$ cat src/rtl/vga_fb_fetch.sv
// AXI4 read-burst framebuffer fetcher: issues credit-limited AR bursts and pushes R beats to
// the pixel TX FIFO. Define VGA_FB_DBLBUF_EN for fbba1/fbba2 double-buffer switching.
module vga_fb_fetch #(
  parameter int unsigned ADDR_WIDTH = 32,
  parameter int unsigned DATA_WIDTH = 64,
  parameter int unsigned MAX_BURST  = 16,
  parameter int unsigned CNT_WIDTH  = 10,
  parameter int unsigned FRM_WIDTH  = 32
) (
  input  logic                  clk_i,
  input  logic                  rst_i,
  input  logic                  en_i,
  input  logic                  vbse_i,
  input  logic [ADDR_WIDTH-1:0] fbba1_i,
  input  logic [ADDR_WIDTH-1:0] fbba2_i,
  input  logic [7:0]            brulen_i,
  input  logic [15:0]           line_words_i,
  input  logic [15:0]           frame_lines_i,
  input  logic [CNT_WIDTH-1:0]  fifo_free_i,
  output logic [ADDR_WIDTH-1:0] araddr_o,
  output logic [7:0]            arlen_o,
  output logic                  arvalid_o,
  input  logic                  arready_i,
  input  logic [DATA_WIDTH-1:0] rdata_i,
  input  logic [1:0]            rresp_i,
  input  logic                  rlast_i,
  input  logic                  rvalid_i,
  output logic                  rready_o,
  output logic                  push_valid_o,
  output logic [DATA_WIDTH-1:0] push_data_o,
  output logic                  cfb_o,
  output logic                  vbsirq_o,
  output logic                  err_o
);

  localparam int unsigned BYTES = DATA_WIDTH / 8;
  localparam int unsigned BSH   = $clog2(BYTES);
  localparam int unsigned SW    = ((CNT_WIDTH > 9) ? CNT_WIDTH : 9) + 1;

  typedef enum logic [2:0] {StIdle, StLoad, StCalc, StIssue, StFend, StDrain} state_e;

  state_e                state_q;
  logic [ADDR_WIDTH-1:0] addr_q;
  logic [FRM_WIDTH-1:0]  remaining_q;
  logic [8:0]            len_q;
  logic [7:0]            arlen_q;
  logic [CNT_WIDTH-1:0]  outstanding_q;
  logic                  arvalid_q, rready_q, cfb_q, vbsirq_q, err_q;

  logic                  beat, ar_hs, credit_ok, frame_zero, swap;
  logic [31:0]           frame_words;
  logic [8:0]            calc_len;
  logic [12:0]           bnd_words;
  logic [ADDR_WIDTH-1:0] idle_base, fend_base;
  logic [CNT_WIDTH-1:0]  outstanding_next;

  assign beat        = rvalid_i & rready_q;
  assign ar_hs       = arvalid_q & arready_i;
  assign frame_words = 32'(line_words_i) * 32'(frame_lines_i);
  assign frame_zero  = (FRM_WIDTH'(frame_words) == '0);
  assign credit_ok   = SW'(fifo_free_i) >= (SW'(outstanding_q) + SW'(len_q));

  assign outstanding_next = outstanding_q + (ar_hs ? CNT_WIDTH'(len_q) : '0)
                            - CNT_WIDTH'(beat);

  // Burst length: clipped request, then frame remainder, then words left in the 4 KB page.
  always_comb begin
    calc_len = (brulen_i == 8'd0) ? 9'd1 : {1'b0, brulen_i};
    if (calc_len > 9'(MAX_BURST)) calc_len = 9'(MAX_BURST);
    if (remaining_q < FRM_WIDTH'(calc_len)) calc_len = remaining_q[8:0];
    bnd_words = (13'd4096 - {1'b0, addr_q[11:0]}) >> BSH;
    if (bnd_words < {4'd0, calc_len}) calc_len = bnd_words[8:0];
  end

`ifdef VGA_FB_DBLBUF_EN
  assign swap      = vbse_i;
  assign idle_base = cfb_q ? fbba2_i : fbba1_i;
  assign fend_base = (cfb_q ^ vbse_i) ? fbba2_i : fbba1_i;
  assign cfb_o     = cfb_q;
  assign vbsirq_o  = vbsirq_q;
`else
  assign swap      = 1'b0;
  assign idle_base = fbba1_i;
  assign fend_base = fbba1_i;
  assign cfb_o     = 1'b0;
  assign vbsirq_o  = 1'b0;
  logic unused_dblbuf;
  assign unused_dblbuf = ^{fbba2_i, vbse_i, cfb_q, vbsirq_q};
`endif

  // Beat accounting is count-based, so rlast carries no information here.
  logic unused_rlast;
  assign unused_rlast = rlast_i;

  assign araddr_o     = addr_q;
  assign arlen_o      = arlen_q;
  assign arvalid_o    = arvalid_q;
  assign rready_o     = rready_q;
  assign push_valid_o = beat & (state_q != StDrain);
  assign push_data_o  = rdata_i;
  assign err_o        = err_q;

  always_ff @(posedge clk_i) begin
    if (rst_i) begin
      state_q       <= StIdle;
      addr_q        <= '0;
      remaining_q   <= '0;
      len_q         <= '0;
      arlen_q       <= '0;
      outstanding_q <= '0;
      arvalid_q     <= 1'b0;
      rready_q      <= 1'b0;
      cfb_q         <= 1'b0;
      vbsirq_q      <= 1'b0;
      err_q         <= 1'b0;
    end else begin
      rready_q      <= 1'b1;
      vbsirq_q      <= 1'b0;
      outstanding_q <= outstanding_next;
      if (beat && (rresp_i != 2'b00)) err_q <= 1'b1;
      unique case (state_q)
        StIdle: begin
          if (en_i) begin
            addr_q  <= idle_base;
            state_q <= StLoad;
          end
        end
        StLoad: begin
          remaining_q <= FRM_WIDTH'(frame_words);
          if (!en_i) state_q <= StDrain;
          else if (!frame_zero) state_q <= StCalc;
        end
        StCalc: begin
          len_q   <= calc_len;
          arlen_q <= 8'(calc_len - 9'd1);
          state_q <= en_i ? StIssue : StDrain;
        end
        StIssue: begin
          if (ar_hs) begin
            arvalid_q   <= 1'b0;
            addr_q      <= addr_q + (ADDR_WIDTH'(len_q) << BSH);
            remaining_q <= remaining_q - FRM_WIDTH'(len_q);
            if (!en_i) state_q <= StDrain;
            else if (remaining_q == FRM_WIDTH'(len_q)) state_q <= StFend;
            else state_q <= StCalc;
          end else if (!arvalid_q) begin
            // Once raised, arvalid holds until accepted even if en_i drops.
            if (!en_i) state_q <= StDrain;
            else if (credit_ok) arvalid_q <= 1'b1;
          end
        end
        StFend: begin
          if (!en_i) begin
            state_q <= StDrain;
          end else begin
            if (swap) begin
              cfb_q    <= ~cfb_q;
              vbsirq_q <= 1'b1;
            end
            addr_q  <= fend_base;
            state_q <= StLoad;
          end
        end
        StDrain: begin
          if (outstanding_q == '0) begin
            state_q <= StIdle;
            cfb_q   <= 1'b0;
            err_q   <= 1'b0;
          end
        end
        default: state_q <= StIdle;
      endcase
    end
  end

endmodule

$ cat config.mk
export PLATFORM = sky130hd
export DESIGN_NAME = vga_fb_fetch
export DESIGN_NICKNAME = d
export VERILOG_FILES = /design/src/rtl/vga_fb_fetch.sv
export SDC_FILE = /design/constraint.sdc
export NUM_CORES = 1
export LEC_CHECK = 0
export ABC_AREA = 0
export CELL_PAD_IN_SITES_DETAIL_PLACEMENT = 0
export CELL_PAD_IN_SITES_GLOBAL_PLACEMENT = 1
export CORE_AREA = 3 3 207 209
export DETAILED_ROUTE_END_ITERATION = 16
export DIE_AREA = 0 0 210 212
export PLACE_DENSITY = 0.83
export SLEW_MARGIN = 20
export SYNTH_ARGS = -nofsm -noshare
export SYNTH_HDL_FRONTEND = slang
export SYNTH_SLANG_ARGS = --single-unit
$ cat constraint.sdc
create_clock -name clk_i -period 9.8 [get_ports clk_i]
set_input_delay 1.47 -clock clk_i [delete_from_list [all_inputs] [get_ports clk_i]]
set_output_delay 1.47 -clock clk_i [all_outputs]
set_load 0.02 [all_outputs]
## Yosys cells after proc, flatten, opt, wreduce, memory -nomap -nowiden

Index checks and enable logic that the tools add are counted.

- Register bits after elaboration: 97
- Input port bits: 187
- Output and inout bits: 110
- Logic and storage cells: 80

- $add $sub $neg: 7
- $mul: 1
- Magnitude comparators: 4
- Equality and inequality tests: 14
- Mux-type cells: 30
- Bitwise logic cells: 3
- Reductions and logical operators: 12

Operators with widths:

| operator | number |
|---|---|
| $pmux W32 S2 | 2 |
| $mux W32 | 3 |
| $mux W3 | 11 |
| $add A32 B12 Y32 | 1 |
| $eq A32 B9 Y1 | 1 |
| $logic_not A32 Y1 | 1 |
| $lt A32 B9 Y1 | 1 |
| $mul A16 B16 Y32 | 1 |
| $sub A32 B9 Y32 | 1 |
| $mux W9 | 3 |
| $pmux W3 S6 | 1 |
| $mux W8 | 2 |
| $sub A13 B12 Y13 const A | 1 |
| $ne A3 B3 Y1 const B | 4 |
| $add A10 B9 Y11 | 1 |
| $ge A10 B11 Y1 | 1 |
| $add A10 B9 Y10 | 1 |
| $logic_not A10 Y1 | 1 |
| $lt A10 B9 Y1 | 1 |
| $sub A10 B1 Y10 | 1 |
| $gt A8 B5 Y1 const B | 1 |
| $logic_not A8 Y1 | 1 |
| $mux W1 | 8 |
| $sub A8 B1 Y8 const B | 1 |
| other kinds (13) | 21 |

## Depth between registers and ports, before layout

- Word-level depth: 9
- Gate-level depth with buffers: 24

## Worst setup path after synthesis

OpenSTA, ideal clock, no wires.

- Path kind: input -> register
- From: in frame_lines_i[9]
- To: reg state_q[0]
- Library setup time: 70 ps
- Arrival: 7,696 ps
- Required time: 9,730 ps
- Path slack: 2,033 ps
- Stages: 23
- Cell sequence: clkbuf_1 > nand2_1 > fa_1 > inv_1 > fa_1 > inv_1 > fa_1 > inv_1 > fa_1 > fa_1 > inv_1 > fa_1 > inv_1 > ha_1 > a21o_1 > a31oi_1 > o22ai_1 > o31ai_1 > nor3_1 > or4b_2 > a2111o_1 > nor4_1 > o21bai_1

- Cells in the longest elaborated chain, start to end: 4

Ends and longest elaborated chain:

| element | line | source |
|---|---|---|
| start: declaration | 18 | `input logic [15:0] frame_lines_i,` |
| $mul A16 B16 Y32 | 59 | `assign frame_words = 32'(line_words_i) * 32'(frame_lines_i);` |
| $logic_not A32 Y1 | 60 | `assign frame_zero = (FRM_WIDTH'(frame_words) == '0);` |
| $ne A3 B3 Y1 (no source line) | -- |  |
| $reduce_and A5 Y1 (no source line) | -- |  |
| end signal: assignment | 105 | `state_q <= StIdle;` |
| end signal: assignment | 125 | `state_q <= StLoad;` |
| end signal: assignment | 130 | `if (!en_i) state_q <= StDrain;` |
| end: declaration | 42 | `state_e state_q;` |

Every way passes these cells.
A chain may end at the register's enable or synchronous reset.

## Worst setup path in the final report

- From: in frame_lines_i[6]
- To: reg state_q[0]

Same word-level chain as after synthesis.

==> results.tsv <==
stage	metric	value	unit
status	outcome	finished, final reports clean	
timing	drv_slew	0	
floorplan	rows	74	
finish	area_growth	10.5	%
placement	hpwl	36.3	mm
timing	skew	0.00972	ns
power_and_ir_drop	p_per_area	381	nW/um^2
global_route	grt_usage	0.205	
yosys	synth-async-reset-ratio	0	
finish	final_cell_mix	inv_1 (298), nand2_1 (248), fa_1 (198)	
clocking	clk_pin_slew	0.07	ns
timing	slew_headroom	0.299	
hold_path	hold_path_class	reg -> reg	
clocking	post_cts_buffers	0	
timing	tns	0	ns
clocking	ctsHoldBuffers	0	
critical_path	critical_path_arrival	9.14	ns
yosys	netlist.area_leader.share	0.235	
critical_path	path_class	in -> reg	
critical_path	endpoint_kind	register	
finish	drive_above_1_share	0.0422	
yosys	synth-edff-count	0	
finish	fillers	4045	
timing	rsz0062_at_grt	false	
yosys	syn_area	16900	um^2
routing	wl_per_cell	16.9	um
floorplan	core_area	41000	um^2
floorplan	start_util	0.411	
finish	multi_input_area	13000	um^2
clocking	cts_buffers	9	
run	drv_cap	0	
timing	min_period	8.85	ns
floorplan	io_pins	297	
placement	place_area	18300	um^2
placement	place_congestion	0.899	
clocking	cts_tree	built	
timing	tightestPinTransition	1.05	ns
clocking	cts.sinks	97	
routing	vias_per_cell	5.51	
finish	regArea	1940	um^2
critical_path	crit_fanout	16	
placement	pre_cts_ws	0.666	ns
global_route	gr-total-overflow	0	
clocking	clockBufferDepth	2	
yosys	ys.warnings.count	0	
yosys	avgSynthCellArea	8.03	um^2
timing	setup_viol	0	
yosys	yosys.area.top_type	fa_1	
yosys	synthTopCellsByArea	fa_1 (23%), ha_1 (13%), dfxtp_1 (12%), inv_1 (6.6%), nand2_1 (5.5%)	
yosys	netlist_instances	2102	
timing	setup_ws	0.955	ns
placement	port_buffers	132	
finish	layout_commonest_cell	inv_1	
power_and_ir_drop	p_leak	8.37	nW
routing	route.vias.total	14700	
clocking	clkLatencyLatePin	0.36	ns
routing	drc	0	
yosys	ys_ff_latch	97	
finish	final_nets	2688	
global_route	grt_pass1_wl	76.2	mm
routing	drt_iter0_markers	819	
floorplan	die_y	212	um
routing	drtAntennaViolNets	0	
power_and_ir_drop	ir_worst_vdd	0.404	mV
critical_path	cp.required	10.10	ns
yosys	ys_seq_area_frac	0.115	
routing	dr.pass1.iters	5	
finish	postLayoutCoreUtil	0.455	
timing	hold_viol_final	0	
routing	wirelength	45.1	mm
clocking	htreeDepth	3	
timing	period_share	0.903	
timing	fmax	113	MHz
finish	final_area	18700	um^2
global_route	grt_max_degree	48	
global_route	antenna_found_initial	2	
critical_path	crit_path_start_kind	input port	
clocking	ctsResizeCount	0	
yosys	ys.flop_type	dfxtp_1	
floorplan	die_area	44500	um^2
global_route	grt_pass1_vias	15200	
clocking	cts-root-buf	clkbuf_16	
floorplan	die_x	210	um
yosys	yosysUniqueCellTypes	84	
[critical path, cell delays in order]
cell and delay, ns:
clkdlybuf4s50_1 0.74, and2_1 0.36, fa_1 0.54, inv_1 0.06, fa_1 0.51, fa_1 0.53, inv_1 0.05, fa_1 0.48
fa_1 0.58, inv_1 0.07, fa_1 0.53, inv_1 0.04, ha_1 0.37, a21o_1 0.24, a31oi_1 0.38, o22ai_1 0.18
o31ai_1 0.52, nor3_1 0.07, or4b_2 0.74, a2111o_1 0.32, nor4_1 0.22, o21bai_1 0.15
[sequential cells by signal, summed over array words and instances, names as in the netlist]
name and flops:
arlen_o 8, err_o 1, len_q 9, remaining_q 32, outstanding_q 10, arvalid_o 1, araddr_o 32, rready_o 1
state_q 3
[worst paths after layout]
kind	start	end	slack [ns]	cells past startpoint
worst min register to register	arlen_o[0]	arlen_o[0]	0.47	2
worst min-delay path	arlen_o[0]	arlen_o[0]	0.47	2
worst max register to register	remaining_q[14]	arlen_o[4]	4.09	17
worst max-delay path	frame_lines_i[6]	state_q[0]	0.95	22
[stage by stage]
step / cells / hold slack [ns] / power, W
final: 2666 / 0.473 / 0.00711
after global routing: 2666 / 0.507 / 0.00796
after CTS: 2665 / 0.482 / 0.00709
after detailed placement: 2649 / 0.465 / 0.00660
after global placement: 2649 / 0.451 / 0.00654
after floorplan: 2106 / 0.455 / 0.00517
[Yosys cell counts (40+ instances only)]
| cell | number |
|---|---|
| fa_1 | 198 |
| inv_1 | 298 |
| and2_1 | 129 |
| a21oi_1 | 100 |
| dfxtp_1 | 97 |
| nand2_1 | 248 |
| buf_4 | 66 |
| clkbuf_1 | 87 |
| o21ai_0 | 77 |
| ha_1 | 175 |
| nor3_1 | 40 |
| nor2_1 | 125 |
| a211oi_1 | 46 |
[where the power goes]
group	leakage, nW	internal [W]	switching [W]
combinational	7.40	0.00245	0.00369
clock	0.173	0.000258	0.000170
sequential	0.798	0.000467	0.0000814
total	8.37	0.00317	0.00394
[layer usage]
layer | global-route usage | up-vias | share of wire
met5 | 0 | - | 0.00029
met4 | 0.0523 | 2 | 0.022
met3 | 0.0245 | 72 | 0.049
met2 | 0.342 | 402 | 0.46
met1 | 0.286 | 7182 | 0.47
li1 | - | 7021 | -
[cell families after synthesis]
group                      after synthesis  share of synthesized area
AOI/OAI and AO/OA                      403                      0.161
xor gates and xnor gates                47                     0.0244
adders and majority gates              373                      0.365
buffers and inverters                  452                      0.115
DFF                                     97                      0.115
muxes                                   12                    0.00749
other                                    2                   0.000445
and+or+nand+nor                        716                      0.212
[layout make-up]
class,instances,share of cell area
tap,532,0.0357
clock inverter,6,0.00604
antenna,1,0.000134
inverter,298,0.0600
clock buffer,10,0.0128
multi-input combinational,1557,0.697
timing repair buffer,165,0.0838
sequential,97,0.104
Power figures use the tool's default switching activity.
